### src/rtl/alu_share_arbiter_if.sv
// Requester-side bundle for alu_share_arbiter: per-requester request payload and response handshake.
// Signal suffixes are relative to the arbiter (slave) side.
interface alu_share_arbiter_if #(
  parameter int unsigned NUM_REQ = 2,
  parameter int unsigned DATA_W  = 32,
  parameter int unsigned OP_W    = 4
);
  logic [NUM_REQ-1:0]        req_valid_i;
  logic [NUM_REQ-1:0]        req_ready_o;
  logic [NUM_REQ*OP_W-1:0]   req_op_i;
  logic [NUM_REQ*DATA_W-1:0] req_a_i;
  logic [NUM_REQ*DATA_W-1:0] req_b_i;
  logic [NUM_REQ-1:0]        rsp_valid_o;
  logic [NUM_REQ-1:0]        rsp_ready_i;
  logic [DATA_W-1:0]         rsp_data_o;
  logic                      rsp_zero_o;
  logic                      rsp_branch_o;

  modport slave (
    input  req_valid_i, req_op_i, req_a_i, req_b_i, rsp_ready_i,
    output req_ready_o, rsp_valid_o, rsp_data_o, rsp_zero_o, rsp_branch_o
  );

  modport master (
    output req_valid_i, req_op_i, req_a_i, req_b_i, rsp_ready_i,
    input  req_ready_o, rsp_valid_o, rsp_data_o, rsp_zero_o, rsp_branch_o
  );
endinterface

### src/rtl/alu_share_arbiter.sv
// Round-robin arbiter sharing one combinational ALU among NUM_REQ requesters.
// One operation in flight: IDLE (grant) -> EXEC (ALU settles) -> RESP (hold result until ack).
module alu_share_arbiter #(
  parameter int unsigned NUM_REQ = 2,
  parameter int unsigned DATA_W  = 32,
  parameter int unsigned OP_W    = 4
) (
  input  logic                clk_i,
  input  logic                rst_n_i,
  alu_share_arbiter_if.slave  bus_io,
  output logic [DATA_W-1:0]   alu_data1_o,
  output logic [DATA_W-1:0]   alu_data2_o,
  output logic [OP_W-1:0]     alu_ctrl_o,
  input  logic [DATA_W-1:0]   alu_data_i,
  input  logic                alu_zero_i,
  input  logic                alu_branch_i,
  output logic                busy_o
);

  localparam int unsigned IDX_W = (NUM_REQ > 1) ? $clog2(NUM_REQ) : 1;

  localparam logic [1:0] StIdle = 2'd0;
  localparam logic [1:0] StExec = 2'd1;
  localparam logic [1:0] StResp = 2'd2;

  localparam logic [OP_W-1:0] OpSub = OP_W'(1);
  localparam logic [OP_W-1:0] OpBlt = OP_W'(8);
  localparam logic [OP_W-1:0] OpBge = OP_W'(9);

  logic [1:0]         r_state;
  logic [IDX_W-1:0]   r_last_grant;
  logic [IDX_W-1:0]   r_grant;
  logic [OP_W-1:0]    r_op;
  logic [DATA_W-1:0]  r_a;
  logic [DATA_W-1:0]  r_b;
  logic [DATA_W-1:0]  r_rsp_data;
  logic               r_rsp_zero;
  logic               r_rsp_branch;
  logic [NUM_REQ-1:0] r_rsp_valid;

  logic               w_found;
  logic [IDX_W-1:0]   w_winner;
  logic [IDX_W-1:0]   w_cand;
  logic [NUM_REQ-1:0] w_req_ready;

  // Search starts just after the last grant so priority rotates.
  always_comb begin
    w_found  = 1'b0;
    w_winner = '0;
    w_cand   = '0;
    for (int unsigned i = 1; i <= NUM_REQ; i++) begin
      w_cand = IDX_W'((32'(r_last_grant) + i) % NUM_REQ);
      if (!w_found && bus_io.req_valid_i[w_cand]) begin
        w_found  = 1'b1;
        w_winner = w_cand;
      end
    end
  end

  always_comb begin
    w_req_ready = '0;
    for (int k = 0; k < int'(NUM_REQ); k++) begin
      w_req_ready[k] = (r_state == StIdle) && w_found && (w_winner == IDX_W'(k));
    end
  end

  always_ff @(posedge clk_i or negedge rst_n_i) begin
    if (!rst_n_i) begin
      r_state      <= StIdle;
      r_last_grant <= IDX_W'(NUM_REQ - 1);
      r_grant      <= '0;
      r_op         <= '0;
      r_a          <= '0;
      r_b          <= '0;
      r_rsp_data   <= '0;
      r_rsp_zero   <= 1'b0;
      r_rsp_branch <= 1'b0;
      r_rsp_valid  <= '0;
    end else begin
      unique case (r_state)
        StIdle: begin
          if (w_found) begin
            r_op         <= bus_io.req_op_i[w_winner*OP_W +: OP_W];
            r_a          <= bus_io.req_a_i[w_winner*DATA_W +: DATA_W];
            r_b          <= bus_io.req_b_i[w_winner*DATA_W +: DATA_W];
            r_grant      <= w_winner;
            r_last_grant <= w_winner;
            r_state      <= StExec;
          end
        end
        StExec: begin
          r_rsp_data   <= alu_data_i;
          // Flags are only meaningful for the ops that define them.
          r_rsp_zero   <= (r_op == OpSub) && alu_zero_i;
          r_rsp_branch <= ((r_op == OpBlt) || (r_op == OpBge)) && alu_branch_i;
          r_rsp_valid  <= NUM_REQ'(1) << r_grant;
          r_state      <= StResp;
        end
        StResp: begin
          if (bus_io.rsp_ready_i[r_grant]) begin
            r_rsp_valid <= '0;
            r_state     <= StIdle;
          end
        end
        default: r_state <= StIdle;
      endcase
    end
  end

  assign bus_io.req_ready_o  = w_req_ready;
  assign bus_io.rsp_valid_o  = r_rsp_valid;
  assign bus_io.rsp_data_o   = r_rsp_data;
  assign bus_io.rsp_zero_o   = r_rsp_zero;
  assign bus_io.rsp_branch_o = r_rsp_branch;

  assign alu_data1_o = r_a;
  assign alu_data2_o = r_b;
  assign alu_ctrl_o  = r_op;
  assign busy_o      = (r_state != StIdle);

endmodule

### src/flat_wrapper.sv
// flat-port wrapper written by rule: the top's interface ports become plain ports
module alu_share_arbiter_flat 
#(
  parameter int unsigned NUM_REQ = 2,
  parameter int unsigned DATA_W  = 32,
  parameter int unsigned OP_W    = 4
)
  (clk_i, rst_n_i, alu_data1_o, alu_data2_o, alu_ctrl_o, alu_data_i, alu_zero_i, alu_branch_i, busy_o, bus_io_req_valid_i, bus_io_req_op_i, bus_io_req_a_i, bus_io_req_b_i, bus_io_rsp_ready_i, bus_io_req_ready_o, bus_io_rsp_valid_o, bus_io_rsp_data_o, bus_io_rsp_zero_o, bus_io_rsp_branch_o);
  alu_share_arbiter_if #(.NUM_REQ(NUM_REQ), .DATA_W(DATA_W), .OP_W(OP_W)) bus_io_i ();
  input  logic clk_i;
  input  logic rst_n_i;
  output logic [DATA_W-1:0] alu_data1_o;
  output logic [DATA_W-1:0] alu_data2_o;
  output logic [OP_W-1:0] alu_ctrl_o;
  input  logic [DATA_W-1:0] alu_data_i;
  input  logic alu_zero_i;
  input  logic alu_branch_i;
  output logic busy_o;
  input wire logic [$bits(bus_io_i.req_valid_i)-1:0] bus_io_req_valid_i;
  input wire logic [$bits(bus_io_i.req_op_i)-1:0] bus_io_req_op_i;
  input wire logic [$bits(bus_io_i.req_a_i)-1:0] bus_io_req_a_i;
  input wire logic [$bits(bus_io_i.req_b_i)-1:0] bus_io_req_b_i;
  input wire logic [$bits(bus_io_i.rsp_ready_i)-1:0] bus_io_rsp_ready_i;
  output wire logic [$bits(bus_io_i.req_ready_o)-1:0] bus_io_req_ready_o;
  output wire logic [$bits(bus_io_i.rsp_valid_o)-1:0] bus_io_rsp_valid_o;
  output wire logic [$bits(bus_io_i.rsp_data_o)-1:0] bus_io_rsp_data_o;
  output wire logic [$bits(bus_io_i.rsp_zero_o)-1:0] bus_io_rsp_zero_o;
  output wire logic [$bits(bus_io_i.rsp_branch_o)-1:0] bus_io_rsp_branch_o;
  assign bus_io_i.req_valid_i = bus_io_req_valid_i;
  assign bus_io_i.req_op_i = bus_io_req_op_i;
  assign bus_io_i.req_a_i = bus_io_req_a_i;
  assign bus_io_i.req_b_i = bus_io_req_b_i;
  assign bus_io_i.rsp_ready_i = bus_io_rsp_ready_i;
  assign bus_io_req_ready_o = bus_io_i.req_ready_o;
  assign bus_io_rsp_valid_o = bus_io_i.rsp_valid_o;
  assign bus_io_rsp_data_o = bus_io_i.rsp_data_o;
  assign bus_io_rsp_zero_o = bus_io_i.rsp_zero_o;
  assign bus_io_rsp_branch_o = bus_io_i.rsp_branch_o;
  alu_share_arbiter #(.NUM_REQ(NUM_REQ), .DATA_W(DATA_W), .OP_W(OP_W)) u_core (.clk_i(clk_i), .rst_n_i(rst_n_i), .bus_io(bus_io_i), .alu_data1_o(alu_data1_o), .alu_data2_o(alu_data2_o), .alu_ctrl_o(alu_ctrl_o), .alu_data_i(alu_data_i), .alu_zero_i(alu_zero_i), .alu_branch_i(alu_branch_i), .busy_o(busy_o));
endmodule
### config.mk
export PLATFORM = sky130hd
export DESIGN_NAME = alu_share_arbiter_flat
export DESIGN_NICKNAME = d
export VERILOG_FILES = /design/src/rtl/alu_share_arbiter_if.sv /design/src/rtl/alu_share_arbiter.sv /design/src/flat_wrapper.sv
export SDC_FILE = /design/constraint.sdc
export NUM_CORES = 1
export LEC_CHECK = 0
export ABC_AREA = 1
export CAP_MARGIN = 20
export CORE_MARGIN = 5
export CORE_UTILIZATION = 35
export CTS_CLUSTER_SIZE = 40
export DETAILED_ROUTE_END_ITERATION = 10
export PLACE_DENSITY = 0.75
export SLEW_MARGIN = 40
export SYNTH_ARGS = -nofsm -noshare
export SYNTH_HDL_FRONTEND = slang
export SYNTH_SLANG_ARGS = --single-unit
### constraint.sdc
create_clock -name clk_i -period 1.2 [get_ports clk_i]
set_clock_uncertainty 0.05 [all_clocks]
set_input_delay 0.18 -clock clk_i [delete_from_list [all_inputs] [get_ports clk_i]]
set_output_delay 0.18 -clock clk_i [all_outputs]
set_load 0.01 [all_outputs]
==> summary.md, run 1 <==
- result of the run: finished, violations left
- failing checks: negative setup slack
- maximum ir drop on the vdd rail: 0.001005 V
- number of register bits inferred by synthesis: 108
- clk sinks: 108
- Placer Congestion: 0.7778
- overall routed net length: 17500 um
- core area: 0.01437 sq mm
- final count of negative-setup-slack endpoints: 74
- sequential element share of the synthesized area: 0.5341
- time the worst path needs with I/O delays and setup: 1508 ps
- die extent in y: 130.3 um
- arrival time of the worst setup path: 1280 ps
- top achievable clock speed: 662.9 MHz
- detailed router's first-iteration violation count: 270
- remaining routing DRC violations: 0
- routed wire length per instance: 14.92 um
- mean instance size in the synthesized netlist: 7.294 sq um
- pin count of the biggest net entering global routing: 43
- net total in the final layout: 1160
- area growth from synthesis to layout: 62.68%
- Worst Max-Slew Pin Slew: 294.8 ps
- via count: 5380
- Unique masters post-synth: 17
- number of hold violations in the final report: 0
- required time reported for the critical path endpoint: 970 ps
- site row count: 44
- post-route setup TNS: -15550 ps
- power density over the cells: 2220 mW/mm^2
- CTS tree: built
- full die area: 0.01697 sq mm
- clock tree root driver cell: clkbuf_16
- total inserted antenna cells: 0
- Slew Limit Headroom: 0.8035
- launching element type of the critical path: flip-flop
- number of global-route vias before repair: 5130
- length of routed met2 wiring: 8397 um
- Worst Setup End Kind: output pin
- number of top-level pins: 283
- worst slack, placed: -642.6 ps
- topmost layer with routed signal wires: met4
- Max Transition Viols Final: 0
- count of mapped cells out of synthesis: 694
- Detail Route Antenna Nets: 0
- initial cell density of the core: 0.3523
- maximum root-to-sink buffer count: 2
- wire length of the first global-routing pass: 25930 um
- synthesized netlist net count: 870
- worst hold path class: input port to flip-flop
- total clock buffers created by CTS: 9
- worst setup margin: -308.4 ps
- unrepaired setup endpoints after global routing: yes
- ratio of cells with drive above 1 in the final layout: 0.1800
- P_leak: 4.479 nW
- Clock Pin Slew Worst Setup and Hold Paths: 70 ps
- H-tree levels: 3
- Max-Cap Viols: 0
- routed length on met1: 6983 um
- initial antenna violation count: 0
- Final Power: 18.28 mW
- clock insertion delay at the later pin of the skew report: 340 ps
- Total GRT Usage: 0.1942
- hpwl dp: 12510 um
- maximum fanout along the worst path: 2
- count of yosys warnings during synthesis: 0
- number of buffers added on ports: 282
- number of optimization iterations in the first detailed-route pass: 4
- share of the cycle needed by the critical path after routing: 1.257
- remaining global-route overflow: 0
- Detail Route met3 WL: 1870 um
- vias per cell: 4.587
- worst setup path class: flip-flop to output pin
- Die W: 130.3 um
- Cell Area, Synth: 0.005062 sq mm
routing by layer:
layer,vias up,global-route usage
met5,-,0
met4,0,0.04462
met3,15,0.06263
met2,208,0.3386
met1,2446,0.2341
li1,2711,-
worst paths after layout:
path	slack (ps)	cells after the start	endpoint	startpoint
max	-310	5	bus_io_req_ready_o[0]	u_core.r_state[0]
min reg2reg	420	2	u_core.alu_data2_o[28]	u_core.alu_data2_o[28]
max reg2reg	-280	8	u_core.alu_data1_o[27]	u_core.r_state[0]
max in group asynchronous	510	3	u_core.r_last_grant	rst_n_i
min	210	5	u_core.r_last_grant	bus_io_req_valid_i[1]
min in group asynchronous	330	3	u_core.alu_data2_o[20]	rst_n_i
critical path: stages, from the launching register on:
cell and delay [ps]:
dfrtp_1 400, nor2_4 120, buf_4 120, o21ai_4 60
nor2_4 120, buf_6 120
cells by family (layout without fill, tap and decap cells):
family	after synthesis	in the layout	share of synthesized area
compound gates	3	3	0.005189
buf+inv	51	346	0.04721
flops	108	108	0.5341
simple gates	532	532	0.4135
synth_stat cells:
cell	n	area [sq um]
nand2_2	1	6.260
clkinv_1	1	3.750
buf_2	29	145.1
dfrtp_1	107	2678
o21ai_1	1	5.000
nor2_1	6	22.52
o21ai_4	1	16.27
clkbuf_1	10	37.54
o21ai_0	1	5.000
buf_1	1	3.750
inv_2	2	7.510
nand2_1	451	1693
dfstp_2	1	26.28
nand4_1	1	6.260
inv_1	5	18.77
buf_4	3	22.52
nand3_1	73	365.4
sequential cells by signal, indices dropped and copies added (netlist names):
signal	flops
u_core.bus_io.rsp_zero_o	1
u_core.alu_ctrl_o	4
u_core.alu_data1_o	32
u_core.r_last_grant	1
u_core.r_grant	1
u_core.bus_io.rsp_data_o	32
u_core.bus_io.rsp_branch_o	1
u_core.bus_io.rsp_valid_o	2
u_core.r_state	2
u_core.alu_data2_o	32
cell type report:
cell class | count | area, sq um
Clock inverter | 7 | 60.06
Fill cell | 1401 | 6133
Clock buffer | 9 | 225.2
Inverter | 8 | 38.79
Sequential cell | 108 | 2704
Timing Repair Buffer | 322 | 2818
Tap cell | 184 | 230.2
Multi-Input combinational cell | 535 | 2160
report_power, final:
part           switching (mW)  internal [mW]  total (mW)
Clock                    1.43           1.45        2.88
Combinational            5.13           3.99        9.12
Sequential              0.879           5.41        6.28
Total                    7.44           10.8        18.3
cell usage in the layout (no fill, tap or decap), types with 3 or more instances in the layout:
master | netlist | layout
buf_6 | 0 | 9
buf_4 | 3 | 20
buf_2 | 29 | 85
clkbuf_16 | 0 | 10
inv_1 | 5 | 3
nand3_1 | 73 | 73
nand2_1 | 451 | 448
nor2_1 | 6 | 3
buf_12 | 0 | 11
clkdlybuf4s50_1 | 0 | 173
nand2_4 | 0 | 3
dfrtp_1 | 107 | 107
clkbuf_2 | 0 | 19
through the flow:
step	hold WS [ps]	cells	util	instance area, sq um
global placement	149.0	1144	0.5725	8227
CTS	181.2	1171	0.5943	8539
floorplan	-165.6	694	-	5089
detailed placement	157.7	1144	0.5725	8227
global route	213.9	1173	0.5731	8235
finish	207.8	1173	0.5731	8235
timing repair:
item,in CTS,in global routing
hold buffers,1,0
gates cloned,1,2
setup endpoints to repair,191,171
endpoints found under the hold margin,107,0
pin swaps,2,1
setup buffers,9,0
resized for setup,373,65
No activity file was read; power rests on OpenSTA's default activity.
==> run 2: changes to the inputs <==
PLACE_DENSITY = 0.85   (was 0.75)
SLEW_MARGIN = unset   (was 40)
==> run 2 against run 1 <==
Against the previous run: the flow still finishes with violations (negative setup slack); clock-buffer cell count is 2 higher; combinational power is 57% higher; hold slack better by 20 ps; critical path type is now flip-flop to flip-flop; via count increased by 11%; total power increased by 29%.
==> summary.md, run 2 (synthesis gave the netlist of run 1 again) <==
- CTS tree: built
- worst hold slack: 227.5 ps
- ratio of cells with drive above 1 in the final layout: 0.3529
- Total GRT Usage: 0.2087
- via count: 5952
- required time reported for the critical path endpoint: 1440 ps
- total clock buffers created by CTS: 9
- maximum root-to-sink buffer count: 2
- maximum ir drop on the vdd rail: 0.001081 V
- initial cell density of the core: 0.3523
- full die area: 0.01697 sq mm
- power density over the cells: 2441 mW/mm^2
- Worst Setup End Kind: flip-flop
- area growth from synthesis to layout: 91.47%
- maximum fanout along the worst path: 30
- number of buffers added on ports: 282
- number of global-route vias before repair: 5414
- time the worst path needs with I/O delays and setup: 1536 ps
- area taken by multi-input logic gates: 0.002720 sq mm
- site row count: 44
- worst hold path class: input port to async pin
- FILL cells: 1139
- launching element type of the critical path: flip-flop
- core area: 0.01437 sq mm
- H-tree levels: 3
- Max Transition Viols Final: 0
- overall routed net length: 21690 um
- failing checks: negative setup slack
- clk sinks: 108
- post-route cell area: 0.009693 sq mm
- net total in the final layout: 1211
- Final Power: 23.66 mW
- startpoint of the worst setup timing path: u_core.r_last_grant
- number of optimization iterations in the first detailed-route pass: 5
- pin count of the biggest net entering global routing: 43
- wire length of the first global-routing pass: 27740 um
- arrival time of the worst setup path: 1770 ps
- remaining global-route overflow: 0
- clock insertion delay at the later pin of the skew report: 350 ps
- unrepaired setup endpoints after global routing: yes
- launching point of the worst reg2reg path: u_core.r_last_grant
- Max-Cap Viols: 0
- total inserted antenna cells: 0
- Worst Max-Slew Pin Slew: 414.6 ps
- Detail Route Antenna Nets: 0
- number of top-level pins: 283
- result of the run: finished, violations left
- detailed router's first-iteration violation count: 255
- final count of negative-setup-slack endpoints: 110
- area occupied by registers: 0.002704 sq mm
- post-place instance area: 0.008209 sq mm
- routed wire length per instance: 17.72 um
- worst setup path class: flip-flop to flip-flop
- clock tree root driver cell: clkbuf_16
- remaining routing DRC violations: 0
- top achievable clock speed: 651.0 MHz
- Placer Congestion: 0.7870
- die extent in y: 130.3 um
- commonest non-fill, non-tap cells in the layout: nand2_1 (312), clkdlybuf4s50_1 (173), dfrtp_1 (107)
- hpwl dp: 12900 um
- worst setup margin: -336.1 ps
- vias per cell: 4.863
- Die W: 130.3 um
- number of hold violations in the final report: 0
- Slew Limit Headroom: 0.7236
- initial antenna violation count: 0
- Clock Pin Slew Worst Setup and Hold Paths: 70 ps
- P_leak: 5.217 nW
- share of the cycle needed by the critical path after routing: 1.280
- leading cell type in the layout, fill and taps excluded: nand2_1
[run 2: changes by cell type in the layout (fill, tap and decap cells not counted), moves of 17 or more]
cell,change
buf_4,+17
clkbuf_16,+17
nand2_1,-136
clkbuf_2,-19
buf_2,+20
nand2_4,+36
nand2_2,+99
[run 2: path summary, 6_finish.rpt]
check | endpoint | slack, ps | cells after the start
worst max-delay path | u_core.alu_data2_o[6] | -340 | 7
worst min-delay path | u_core.alu_data2_o[29] | 230 | 2
worst max register to register | u_core.alu_data2_o[6] | -340 | 7
worst min register to register | u_core.alu_data1_o[20] | 420 | 2
max in group asynchronous | u_core.alu_data1_o[30] | 330 | 3
min in group clk_i | u_core.r_last_grant | 290 | 6
[run 2: report_power, final]
part | total, mW | switching [mW] | internal, mW
sequential | 6.49 | 1.08 | 5.41
combinational | 14.3 | 7.29 | 6.98
clock | 2.90 | 1.41 | 1.50
total | 23.7 | 9.77 | 13.9
[run 2: per-layer routing]
metal / up-vias / global-route usage / part of all wire / wire [um]
li1: 2823 / - / - / -
met4: 0 / 0.05196 / 0.021 / 449
met2: 280 / 0.3681 / 0.52 / 11350
met1: 2809 / 0.2477 / 0.36 / 7835
met5: - / 0 / 0 / 0
met3: 40 / 0.06467 / 0.095 / 2060
[run 2: stage by stage]
stage | setup TNS [ps] | utilization | setup slack [ps] | instances
after global placement | -47080 | 0.5713 | -657.3 | 1145
after CTS | -18190 | 0.5973 | -352.5 | 1190
after floorplan | -605.8 | - | -29.91 | 694
after global routing | -29070 | 0.6746 | -386.2 | 1224
final | -22150 | 0.6746 | -336.1 | 1224
after detailed placement | -50280 | 0.5713 | -713.6 | 1145
[run 2: critical path, stage by stage, from the launching register on]
cell and delay [ps]:
dfstp_2 560, nand2_4 60, nand2_4 80, buf_4 320, nand2_1 160, nand2_1 130
nand2_4 50, nand2_2 60
[run 2: what timing repair did]
item | CTS | global route
setup endpoints to repair | 185 | 130
pin swaps | 3 | 111
gates cloned | 6 | 23
buffers inserted | 22 | 14
endpoints found under the hold margin | 28 | 0
hold buffers | 1 | 0
resized for setup | 453 | 226
[run 2: final cells by class]
type                       count  area share
multi-input combinational    535      0.2806
sequential                   108      0.2789
timing repair inverter         1    0.001678
timing repair buffer         372      0.3787
clock inverter                 5    0.004389
clock buffer                  11     0.02504
tap                          184     0.02375
inverter                       8    0.006841
